**config.mk**
```make
export PLATFORM = sky130hd
export DESIGN_NAME = gain_bal_ctrl
export DESIGN_NICKNAME = d
export VERILOG_FILES = /design/src/rtl/gain_bal_pkg.sv /design/src/rtl/gain_ramp_step.sv /design/src/rtl/gain_bal_ctrl.sv
export SDC_FILE = /design/constraint.sdc
export NUM_CORES = 1
export LEC_CHECK = 0
export BUFFER_PORTS_ARGS = -buffer_cell sky130_fd_sc_hd__buf_2
export CORE_ASPECT_RATIO = 0.5
export CORE_UTILIZATION = 44
export DETAILED_ROUTE_END_ITERATION = 10
export GPL_TIMING_DRIVEN = 0
export PLACE_DENSITY = 0.67
export REMOVE_ABC_BUFFERS = 1
export SLEW_MARGIN = 25
export SYNTH_ARGS = -nofsm -noshare
export SYNTH_HDL_FRONTEND = slang
export SYNTH_SLANG_ARGS = --single-unit
export TNS_END_PERCENT = 5
```
**constraint.sdc**
```tcl
create_clock -name clk -period 32.4 [get_ports clk]
set_clock_uncertainty 0.05 [all_clocks]
set_input_delay 9.72 -clock clk [delete_from_list [all_inputs] [get_ports clk]]
set_output_delay 9.72 -clock clk [all_outputs]
set_load 0.1 [all_outputs]
```
**src/rtl/gain_bal_pkg.sv**
```systemverilog
// -----------------------------------------------------------------------------
// gain_bal_pkg
//   Shared definitions for the gain/balance producer block.
//   - Default channel counts (NCH gain bytes, NBAL balance bytes).
//   - Host address map for the byte-wide staging write port.
//   - Controller FSM state encoding.
// -----------------------------------------------------------------------------
package gain_bal_pkg;

  // Every live/target/staging value is one signed two's complement byte.
  localparam int BYTE_W  = 8;

  // Default sizes. The balance bus carries one byte per stereo pair,
  // so the gain channel count is always twice the pair count.
  localparam int GB_NCH  = 8;
  localparam int GB_NBAL = 4;

  // Host address map (4-bit byte address).
  //   0..7   gain[ch]
  //   8..11  bal[pair]
  //   12..15 unmapped, writes are dropped
  localparam int ADDR_W = 4;
  localparam logic [ADDR_W-1:0] ADDR_GAIN0 = 4'd0;
  localparam logic [ADDR_W-1:0] ADDR_BAL0  = 4'd8;
  localparam logic [ADDR_W-1:0] ADDR_LAST  = 4'd11;

  // Controller states.
  //   ST_IDLE  : live == target, nothing scheduled
  //   ST_ARMED : commit accepted, waiting for the next frame strobe
  //   ST_RAMP  : stepping live toward target once per frame
  typedef enum logic [1:0] {
    ST_IDLE  = 2'd0,
    ST_ARMED = 2'd1,
    ST_RAMP  = 2'd2
  } gb_state_e;

endpackage : gain_bal_pkg

```
**src/rtl/gain_ramp_step.sv**
```systemverilog
// -----------------------------------------------------------------------------
// gain_ramp_step
//   Combinational stepper for one signed byte. Produces the value the byte
//   should take on the next frame: it moves toward target by at most STEP and
//   lands exactly on target when the remaining distance is STEP or less.
//   Distance is evaluated in 9-bit signed arithmetic, so the full -128..127
//   range is reachable without overshoot or wrap (e.g. 8'h7E -> 8'h81 walks
//   down through zero instead of crossing 8'h7F/8'h80).
//
// Ports
//   live      in  8  current live byte (signed)
//   target    in  8  committed target byte (signed)
//   next      out 8  live value after one frame step
//   at_target out 1  next == target (byte has settled after this step)
// -----------------------------------------------------------------------------
module gain_ramp_step
  import gain_bal_pkg::*;
#(
  parameter int STEP = 1
) (
  input  logic [BYTE_W-1:0] live,
  input  logic [BYTE_W-1:0] target,
  output logic [BYTE_W-1:0] next,
  output logic              at_target
);

  // STEP is at most 127, so both +STEP and -STEP fit in 9 signed bits.
  localparam logic signed [BYTE_W:0] STEP_S = (BYTE_W+1)'(STEP);
  localparam logic [BYTE_W-1:0]      STEP_B = BYTE_W'(STEP);

  logic signed [BYTE_W:0] diff;

  always_comb begin
    diff = $signed({target[BYTE_W-1], target}) - $signed({live[BYTE_W-1], live});
    next = target;
    if (diff > STEP_S) begin
      next = live + STEP_B;
    end else if (diff < -STEP_S) begin
      next = live - STEP_B;
    end
    at_target = (next == target);
  end

endmodule : gain_ramp_step

```
**src/rtl/gain_bal_ctrl.sv**
```systemverilog
// -----------------------------------------------------------------------------
// gain_bal_ctrl
//   Producer of the gain/balance buses feeding the 8-channel multiplier.
//   The host stages bytes through a one-byte-per-cycle write port; a commit
//   copies staging into target, and live values then ramp toward target by
//   at most STEP per frame so the multiplier never sees a large jump.
//
//   Internally all values share one array indexed 0..NCH+NBAL-1: gain
//   channels first, then balance pairs, matching the host address map.
//
// Ports
//   clk        in   1       clock
//   rst        in   1       asynchronous active-high reset
//   wr_en      in   1       host byte write strobe
//   wr_addr    in   4       0..7 gain[ch], 8..11 bal[pair], 12..15 ignored
//   wr_data    in   8       signed byte to stage
//   commit     in   1       staging -> target, start a ramp
//   frame_val  in   1       one-cycle frame strobe from the datapath
//   gain       out  8*NCH   live gain bytes (registered)
//   bal        out  8*NBAL  live balance bytes (registered)
//   busy       out  1       a commit is armed or a ramp is running
//   ramp_done  out  1       one-cycle pulse after the step that settles live
//
// Handshake note: there is no back-pressure. wr_en, commit and frame_val are
// single-cycle strobes sampled on the rising clock edge; each sampled strobe
// is acted on exactly once. commit while busy is remembered in a single
// pending flag, so any number of such commits collapse into one follow-up
// ramp that uses the staging contents at the moment the current ramp ends.
// -----------------------------------------------------------------------------
module gain_bal_ctrl
  import gain_bal_pkg::*;
#(
  parameter int                NCH      = GB_NCH,
  parameter int                NBAL     = GB_NBAL,
  parameter int                STEP     = 1,
  parameter logic [BYTE_W-1:0] GAIN_RST = 8'h40,
  parameter logic [BYTE_W-1:0] BAL_RST  = 8'h00
) (
  input  logic                 clk,
  input  logic                 rst,
  input  logic                 wr_en,
  input  logic [ADDR_W-1:0]    wr_addr,
  input  logic [BYTE_W-1:0]    wr_data,
  input  logic                 commit,
  input  logic                 frame_val,
  output logic [BYTE_W*NCH-1:0]  gain,
  output logic [BYTE_W*NBAL-1:0] bal,
  output logic                 busy,
  output logic                 ramp_done
);

  localparam int NV = NCH + NBAL;

  function automatic logic [BYTE_W-1:0] rst_byte(input int idx);
    return (idx < NCH) ? GAIN_RST : BAL_RST;
  endfunction

  // ---------------------------------------------------------------------------
  // Storage
  // ---------------------------------------------------------------------------
  logic [BYTE_W-1:0] stg_q  [NV];
  logic [BYTE_W-1:0] tgt_q  [NV];
  logic [BYTE_W-1:0] live_q [NV];

  // Staging as it will look after this cycle's write. Commit loads target
  // from this view so a write coinciding with commit is included.
  logic [BYTE_W-1:0] stg_d  [NV];
  logic [BYTE_W-1:0] step_nxt [NV];
  logic [NV-1:0]     at_tgt;
  logic              all_at;
  logic              wr_ok;

  gb_state_e state_q, state_d;
  logic      pending_q, pending_d;
  logic      done_q, done_d;
  logic      load_target;
  logic      do_step;

  // ---------------------------------------------------------------------------
  // Staging write decode
  // ---------------------------------------------------------------------------
  assign wr_ok = wr_en && (wr_addr <= ADDR_LAST);

  always_comb begin
    for (int i = 0; i < NV; i++) begin
      stg_d[i] = stg_q[i];
    end
    for (int c = 0; c < NCH; c++) begin
      if (wr_ok && (wr_addr == ADDR_GAIN0 + ADDR_W'(c))) begin
        stg_d[c] = wr_data;
      end
    end
    for (int p = 0; p < NBAL; p++) begin
      if (wr_ok && (wr_addr == ADDR_BAL0 + ADDR_W'(p))) begin
        stg_d[NCH+p] = wr_data;
      end
    end
  end

  // ---------------------------------------------------------------------------
  // Per-byte steppers
  // ---------------------------------------------------------------------------
  for (genvar g = 0; g < NV; g++) begin : g_step
    gain_ramp_step #(
      .STEP (STEP)
    ) u_step (
      .live      (live_q[g]),
      .target    (tgt_q[g]),
      .next      (step_nxt[g]),
      .at_target (at_tgt[g])
    );
  end

  assign all_at = &at_tgt;

  // ---------------------------------------------------------------------------
  // Controller FSM: state register
  // ---------------------------------------------------------------------------
  always_ff @(posedge clk or posedge rst) begin
    if (rst) begin
      state_q   <= ST_IDLE;
      pending_q <= 1'b0;
      done_q    <= 1'b0;
    end else begin
      state_q   <= state_d;
      pending_q <= pending_d;
      done_q    <= done_d;
    end
  end

  // ---------------------------------------------------------------------------
  // Controller FSM: next state and datapath controls
  //   A frame strobe in the same cycle as the accepting commit is ignored
  //   because the IDLE branch never steps. In ARMED and RAMP every frame
  //   strobe steps; the step that settles all bytes ends the ramp. A commit
  //   arriving in that very cycle is treated as pending and consumed at once.
  // ---------------------------------------------------------------------------
  always_comb begin
    state_d     = state_q;
    pending_d   = pending_q;
    done_d      = 1'b0;
    load_target = 1'b0;
    do_step     = 1'b0;

    unique case (state_q)
      ST_IDLE: begin
        if (commit) begin
          load_target = 1'b1;
          state_d     = ST_ARMED;
        end
      end

      ST_ARMED, ST_RAMP: begin
        if (commit) begin
          pending_d = 1'b1;
        end
        if (frame_val) begin
          do_step = 1'b1;
          state_d = ST_RAMP;
          if (all_at) begin
            done_d = 1'b1;
            if (pending_q || commit) begin
              load_target = 1'b1;
              pending_d   = 1'b0;
              state_d     = ST_ARMED;
            end else begin
              state_d = ST_IDLE;
            end
          end
        end
      end

      default: begin
        state_d   = ST_IDLE;
        pending_d = 1'b0;
      end
    endcase
  end

  // ---------------------------------------------------------------------------
  // Staging / target / live registers
  // ---------------------------------------------------------------------------
  always_ff @(posedge clk or posedge rst) begin
    if (rst) begin
      for (int i = 0; i < NV; i++) begin
        stg_q[i]  <= rst_byte(i);
        tgt_q[i]  <= rst_byte(i);
        live_q[i] <= rst_byte(i);
      end
    end else begin
      for (int i = 0; i < NV; i++) begin
        stg_q[i] <= stg_d[i];
        if (load_target) begin
          tgt_q[i] <= stg_d[i];
        end
        if (do_step) begin
          live_q[i] <= step_nxt[i];
        end
      end
    end
  end

  // ---------------------------------------------------------------------------
  // Outputs
  // ---------------------------------------------------------------------------
  for (genvar c = 0; c < NCH; c++) begin : g_gain_out
    assign gain[c*BYTE_W +: BYTE_W] = live_q[c];
  end

  for (genvar p = 0; p < NBAL; p++) begin : g_bal_out
    assign bal[p*BYTE_W +: BYTE_W] = live_q[NCH+p];
  end

  assign busy      = (state_q != ST_IDLE);
  assign ramp_done = done_q;

endmodule : gain_bal_ctrl

```
# Word-level counts from Yosys, hierarchy flattened
# Cells that the tools add are included.
[op_classes]
mux = 56
add_sub_neg = 36
reduce_logical = 20
n_eq_ne = 27
n_lt_le_gt_ge = 25
[op_table]
columns = ["op", "n"]
rows = [
  ["$mux 8", 36],
  ["$gt 9x2->1 const B", 12],
  ["$lt 9x1->1 const B", 12],
  ["$sub 8x8->9", 12],
  ["$add 8x1->8 const B", 12],
  ["$eq 8x8->1", 12],
  ["$sub 8x1->8 const B", 12],
  ["$eq 4x3->1 const B", 4],
  ["$eq 4x4->1 const B", 4],
  ["$mux 1", 14],
  ["$logic_and 1x1->1", 13],
  ["$reduce_and 12->1", 1],
  ["$eq 4x2->1 const B", 2],
  ["$mux 2", 3],
  ["$eq 4x1->1 const B", 1],
  ["$le 4x4->1 const B", 1],
  ["$logic_not 4->1", 1],
  ["$ne 2x2->1 const B", 2],
  ["$pmux 1 s2", 2],
  ["$pmux 2 s2", 1],
  ["$eq 2x1->1 const B", 1],
  ["$eq 2x2->1 const B", 1],
  ["$logic_not 2->1", 1],
  ["$reduce_and 2->1", 1],
  ["3 further kinds", 3],
]
[word_totals]
out_inout_bits = 98
in_bits = 17
reg_bits = 292
word_cells = 203

# Longest topological paths before layout
[depth]
depth_word = 9
mapped_depth = 22
depth_no_buf = 18

# Hierarchy
# A second synthesis with hierarchy kept.
[hier_totals]
hier_cells = 2719
hier_area_um2 = 24232.0
[modules_own_cells]
columns = ["module", "cells_each", "area_each_um2", "seq_area_each_um2", "instances"]
rows = [
  ["gain_bal_ctrl", 903, 11347.1, 7337.0, 1],
  ["gain_ramp_step at g_step[0].u_step ...", 149, 1066.0, 0.0, 10],
  ["gain_ramp_step at g_step[3].u_step ...", 163, 1112.3, 0.0, 2],
]

# Worst setup path after synthesis
# OpenSTA, ideal clock, no wires.
[synth_path]
path_type = "input to register"
startpoint = "input port wr_addr[3]"
endpoint = "register tgt_q[71] (netlist bit)"
setup_time_ns = 0.126
path_slack_ns = 20.981
path_stages = 7
arrival_ns = 11.243
cell_sequence = "nor3b_1 -> and3_1 -> clkbuf_1 -> mux2_2 -> inv_1 -> o21ai_0 -> a221o_1"
[synth_rtl]
columns = ["item", "line", "rtl"]
rows = [
  ["from (decl)", "gain_bal_ctrl.sv:42", "input logic [ADDR_W-1:0] wr_addr,"],
  ["to (signal, indexed assignment)", "gain_bal_ctrl.sv:187", "tgt_q[i] <= rst_byte(i);"],
  ["to (signal, indexed assignment)", "gain_bal_ctrl.sv:194", "tgt_q[i] <= stg_d[i];"],
  ["to (decl)", "gain_bal_ctrl.sv:62", "logic [BYTE_W-1:0] tgt_q [NV];"],
]

# Worst setup path in the final report
[layout_path]
startpoint = "register state_q[0]"
endpoint = "output port busy"
[layout_between]
elab_chain_len = 1
[layout_lines]
columns = ["item", "line", "rtl"]
rows = [
  ["from (decl)", "gain_bal_ctrl.sv:73", "gb_state_e state_q, state_d;"],
  ["from (signal assigned)", "gain_bal_ctrl.sv:125", "state_q <= state_d;"],
  ["$reduce_bool 2->1", "gain_bal_ctrl.sv:214", "assign busy = (state_q != ST_IDLE);"],
  ["to (decl)", "gain_bal_ctrl.sv:48", "output logic busy,"],
]
# No other way between the ends.

==> impl_metrics.xml <==
<?xml version="1.0" encoding="UTF-8"?>
<metrics>
  <group name="layout">
    <metric name="area_occupied_by_multi_input_gates" unit="um^2">16100</metric>
    <metric name="layout-drive-gt1-share" unit="">0.143</metric>
    <metric name="antennaDiodeCount" unit="">0</metric>
    <metric name="fin_nets" unit="">3140</metric>
    <metric name="area_growth" unit="%">11.0</metric>
    <metric name="fillers" unit="">5339</metric>
    <metric name="seqCellArea" unit="um^2">7340</metric>
  </group>
  <group name="yosys">
    <metric name="synth_edf_count" unit="">0</metric>
    <metric name="most_used_flip_flop_cell_after_synthesis" unit="">sky130_fd_sc_hd__dfrtp_1</metric>
    <metric name="number_of_distinct_standard_cells_referenced_by_the_synthesized_netlist" unit="">89</metric>
    <metric name="ys_top_cells_by_area" unit="">sky130_fd_sc_hd__dfrtp_1 (27%), sky130_fd_sc_hd__ha_1 (6.1%), sky130_fd_sc_hd__mux2_2 (4.6%), sky130_fd_sc_hd__a221o_1 (4.3%), sky130_fd_sc_hd__xnor2_1 (4.2%)</metric>
    <metric name="synth-warning-count" unit="">0</metric>
    <metric name="synthesis.area_per_instance" unit="um^2">8.42</metric>
    <metric name="synth_top_area_share" unit="">0.269</metric>
    <metric name="netlist_area" unit="um^2">24900</metric>
    <metric name="syn-instance-count" unit="">2956</metric>
    <metric name="synth_commonest_cells" unit="">sky130_fd_sc_hd__dfrtp_1 (268), sky130_fd_sc_hd__inv_1 (268), sky130_fd_sc_hd__nand2_1 (235)</metric>
    <metric name="synth_top_area_cell" unit="">sky130_fd_sc_hd__dfrtp_1</metric>
    <metric name="seq_area_frac_synth" unit="">0.295</metric>
    <metric name="ys_async_sr_fraction" unit="">1.00</metric>
    <metric name="synth-seq-cells" unit="">292</metric>
  </group>
  <group name="setup_path">
    <metric name="setup.worst_path.start_class" unit="">flop</metric>
    <metric name="critPathArrivalTime" unit="ns">1.85</metric>
    <metric name="timing.critical_path.slowest_cell_delay" unit="ns">0.43</metric>
    <metric name="critPathKind" unit="">flop to output pin</metric>
    <metric name="critPathRequiredTime" unit="ns">22.63</metric>
    <metric name="critical_path.top_delay_family" unit="">buffers and inverters</metric>
    <metric name="highest_delay_cell_along_the_critical_path" unit="">sky130_fd_sc_hd__buf_2</metric>
    <metric name="timing.critical_path.buf_inv" unit="">3</metric>
    <metric name="crit_path_end_kind" unit="">output pin</metric>
    <metric name="critical_path_peak_fanout" unit="">4</metric>
    <metric name="critical-path-top-cell-by-count" unit="">sky130_fd_sc_hd__inv_1</metric>
    <metric name="cp_cell_sequence" unit="">inv_1 -&gt; ha_1 -&gt; inv_1 -&gt; buf_2</metric>
  </group>
  <group name="cts">
    <metric name="cts_post_setup_buffers_inserted" unit="">0</metric>
    <metric name="postCtsResizedCells" unit="">0</metric>
    <metric name="clock_tree_from_tritoncts" unit="">yes</metric>
    <metric name="worst_setup_hold_path_clk_slew" unit="ns">0.07</metric>
    <metric name="clock_latency" unit="ns">0.61</metric>
    <metric name="postCtsHoldBufs" unit="">0</metric>
    <metric name="cts_made_buffers" unit="">31</metric>
    <metric name="cts.sink_count" unit="">292</metric>
    <metric name="clockRootBuffer" unit="">sky130_fd_sc_hd__clkbuf_16</metric>
    <metric name="cts_htree_levels" unit="">1</metric>
    <metric name="max-clock-path-buffers" unit="">3</metric>
  </group>
  <group name="timing">
    <metric name="worst-slew-pin-transition" unit="ns">1.05</metric>
    <metric name="finalHoldViolations" unit="">0</metric>
    <metric name="share_of_the_cycle_needed_by_the_critical_path_after_routing" unit="">0.359</metric>
    <metric name="time_the_final_worst_path_needs_with_i_o_delays_and_setup" unit="ns">11.62</metric>
    <metric name="relSlewSlack" unit="">0.297</metric>
    <metric name="setup_viol" unit="">0</metric>
    <metric name="setup_repair_after_global_routing_missed_its_margin" unit="">no</metric>
    <metric name="timing_max_transition_violations_final" unit="">0</metric>
    <metric name="fmaxAchievable" unit="MHz">86.1</metric>
    <metric name="setup-tns-final" unit="ns">0</metric>
  </group>
  <group name="grt">
    <metric name="grt_antenna_before_repair" unit="">5</metric>
    <metric name="overflow" unit="">0</metric>
    <metric name="grt_pass1_wl" unit="um">132000</metric>
    <metric name="grt_pass1_vias" unit="">22200</metric>
    <metric name="globalRouteTotalUtil" unit="">0.290</metric>
    <metric name="pin_count_of_the_biggest_net_entering_global_routing" unit="">98</metric>
  </group>
  <group name="die">
    <metric name="full_die_area" unit="um^2">57600</metric>
    <metric name="fp.dieW" unit="um">338</metric>
    <metric name="die_h" unit="um">170</metric>
    <metric name="initial_utilization" unit="">0.447</metric>
    <metric name="ios" unit="">115</metric>
    <metric name="row_count" unit="">61</metric>
    <metric name="core" unit="um^2">55700</metric>
  </group>
  <group name="run">
    <metric name="max-cap-violations" unit="">0</metric>
  </group>
  <group name="min_path">
    <metric name="min_path_type" unit="">flop to flop</metric>
  </group>
  <group name="routing">
    <metric name="ant_nets" unit="">0</metric>
    <metric name="route.detailed.wl_per_inst" unit="um">22.7</metric>
    <metric name="vias_per_cell" unit="">6.42</metric>
    <metric name="post-route-drc-count" unit="">1</metric>
    <metric name="drt_first_iter_violations" unit="">2543</metric>
    <metric name="wl" unit="um">85500</metric>
    <metric name="drt_pass1_iterations" unit="">9</metric>
    <metric name="vias" unit="">24200</metric>
  </group>
  <group name="run_status">
    <metric name="outcome" unit="">finished, violations left</metric>
    <metric name="violations" unit="">design-rule violations</metric>
  </group>
  <group name="placed_design">
    <metric name="placer_s_final_routability_congestion_estimate" unit="">0.996</metric>
    <metric name="final_hpwl_from_detailed_placement" unit="um">63300</metric>
    <metric name="portBuffers" unit="">114</metric>
  </group>
</metrics>
==> final timing paths <==
path / cells after the start / endpoint / from / slack, ns
hold reg to reg: 1 / stg_q[26]$_DFF_PP0_ / stg_q[26]$_DFF_PP0_ / 0.47
setup / recovery: 4 / busy / state_q[0]$_DFFE_PP0P_ / 20.78
min in group asynchronous: 2 / gain[13]$_DFFE_PP0P_ / rst / 9.09
hold / removal: 1 / stg_q[26]$_DFF_PP0_ / stg_q[26]$_DFF_PP0_ / 0.47
max in group asynchronous: 4 / bal[17]$_DFFE_PP0P_ / rst / 21.97
setup reg to reg: 19 / tgt_q[39]$_DFFE_PP0P_ / bal[8]$_DFFE_PP0P_ / 24.74
==> per-stage QoR <==
stage,hold WS (ns),area [um^2],setup WS [ns],instances,util
2_1_floorplan,0.435,24300,14.61,2819,-
3_3_place_gp,0.441,25900,10.79,3689,0.464
3_5_place_dp,0.447,26500,20.27,3712,0.476
4_1_cts,0.462,27600,20.77,3770,0.496
5_1_grt,0.478,27600,20.71,3770,0.496
6_report,0.466,27600,20.78,3770,0.496
==> layout by cell type, fill, tap and decap left out, types with 18 or more instances in the layout <==
| cell type | count |
|---|---|
| sky130_fd_sc_hd__a22oi_1 | 24 |
| sky130_fd_sc_hd__o31ai_1 | 27 |
| sky130_fd_sc_hd__and2_1 | 18 |
| sky130_fd_sc_hd__a221o_1 | 106 |
| sky130_fd_sc_hd__a31oi_1 | 28 |
| sky130_fd_sc_hd__dfrtp_1 | 268 |
| sky130_fd_sc_hd__mux2_2 | 102 |
| sky130_fd_sc_hd__nor2_1 | 190 |
| sky130_fd_sc_hd__nand3_1 | 81 |
| sky130_fd_sc_hd__xnor2_1 | 120 |
| sky130_fd_sc_hd__o221ai_1 | 26 |
| sky130_fd_sc_hd__nor4_1 | 22 |
| sky130_fd_sc_hd__or3_1 | 23 |
| sky130_fd_sc_hd__dfstp_2 | 24 |
| sky130_fd_sc_hd__nor2b_1 | 29 |
| sky130_fd_sc_hd__nand2b_1 | 37 |
| sky130_fd_sc_hd__nand2_1 | 234 |
| sky130_fd_sc_hd__o211ai_1 | 42 |
| sky130_fd_sc_hd__buf_2 | 114 |
| sky130_fd_sc_hd__nor3_1 | 78 |
| sky130_fd_sc_hd__a21oi_1 | 104 |
| sky130_fd_sc_hd__or2_2 | 22 |
| sky130_fd_sc_hd__o21ai_0 | 189 |
| sky130_fd_sc_hd__o21a_1 | 20 |
| sky130_fd_sc_hd__a221oi_1 | 30 |
| sky130_fd_sc_hd__a21o_1 | 42 |
| sky130_fd_sc_hd__ha_1 | 121 |
| sky130_fd_sc_hd__o22ai_1 | 43 |
| sky130_fd_sc_hd__inv_1 | 267 |
| sky130_fd_sc_hd__o2111ai_1 | 18 |
| sky130_fd_sc_hd__nand4_1 | 30 |
| sky130_fd_sc_hd__xor2_1 | 27 |
| sky130_fd_sc_hd__a211oi_1 | 39 |
| sky130_fd_sc_hd__clkbuf_16 | 31 |
| sky130_fd_sc_hd__and3_1 | 34 |
| sky130_fd_sc_hd__o21ai_2 | 41 |
==> sequential cells by signal (all words and copies together), names as in the netlist <==
name       count
bal           32
gain          64
pending_q      1
ramp_done      1
state_q        2
stg_q         96
tgt_q         96
==> worst register-to-register path, stage by stage, from the launching register on <==
cell,delay (ns)
sky130_fd_sc_hd__dfrtp_1,0.51
sky130_fd_sc_hd__ha_1,0.22
sky130_fd_sc_hd__inv_1,0.05
sky130_fd_sc_hd__fa_1,0.40
sky130_fd_sc_hd__a21o_1,0.23
sky130_fd_sc_hd__a221oi_2,0.32
sky130_fd_sc_hd__xnor2_1,0.14
sky130_fd_sc_hd__or4_4,0.54
sky130_fd_sc_hd__o21ai_0,0.74
sky130_fd_sc_hd__nor2_1,0.44
sky130_fd_sc_hd__nor4_1,0.68
sky130_fd_sc_hd__nand4_1,0.25
sky130_fd_sc_hd__or4_4,0.54
sky130_fd_sc_hd__nor4b_4,0.52
sky130_fd_sc_hd__nand4_2,0.26
sky130_fd_sc_hd__or4b_4,0.83
sky130_fd_sc_hd__buf_12,0.29
sky130_fd_sc_hd__buf_12,0.22
sky130_fd_sc_hd__o21ai_0,0.24
sky130_fd_sc_hd__a221o_1,0.14
==> final cells by class <==
class / count / area share
clock buffers: 36 / 0.0298
clock inverters: 22 / 0.0105
inverters: 272 / 0.0372
multi-input cells: 2255 / 0.582
flip-flops and latches: 292 / 0.266
well taps: 756 / 0.0342
repair buffers: 137 / 0.0402
==> logic make-up after synthesis <==
kind of cell / after synthesis / synth area share
adders and majority gates: 134 / 0.0710
xor gates and xnor gates: 147 / 0.0517
DFF: 292 / 0.295
and+or+nand+nor: 900 / 0.184
buffers and inverters: 409 / 0.0634
muxes: 119 / 0.0530
AOI/OAI and AO/OA: 955 / 0.282
==> per-layer routing <==
metal | routed length (um) | share of wire | track usage
met3 | 7340 | 0.086 | 0.0454
met1 | 38400 | 0.45 | 0.420
met4 | 2350 | 0.027 | 0.0801
met2 | 37500 | 0.44 | 0.447
met5 | 0 | 0 | 0
Power is left out: the tool's default activity adds up to more than one toggle a clock period on the data nets, which glitch-free logic cannot reach.
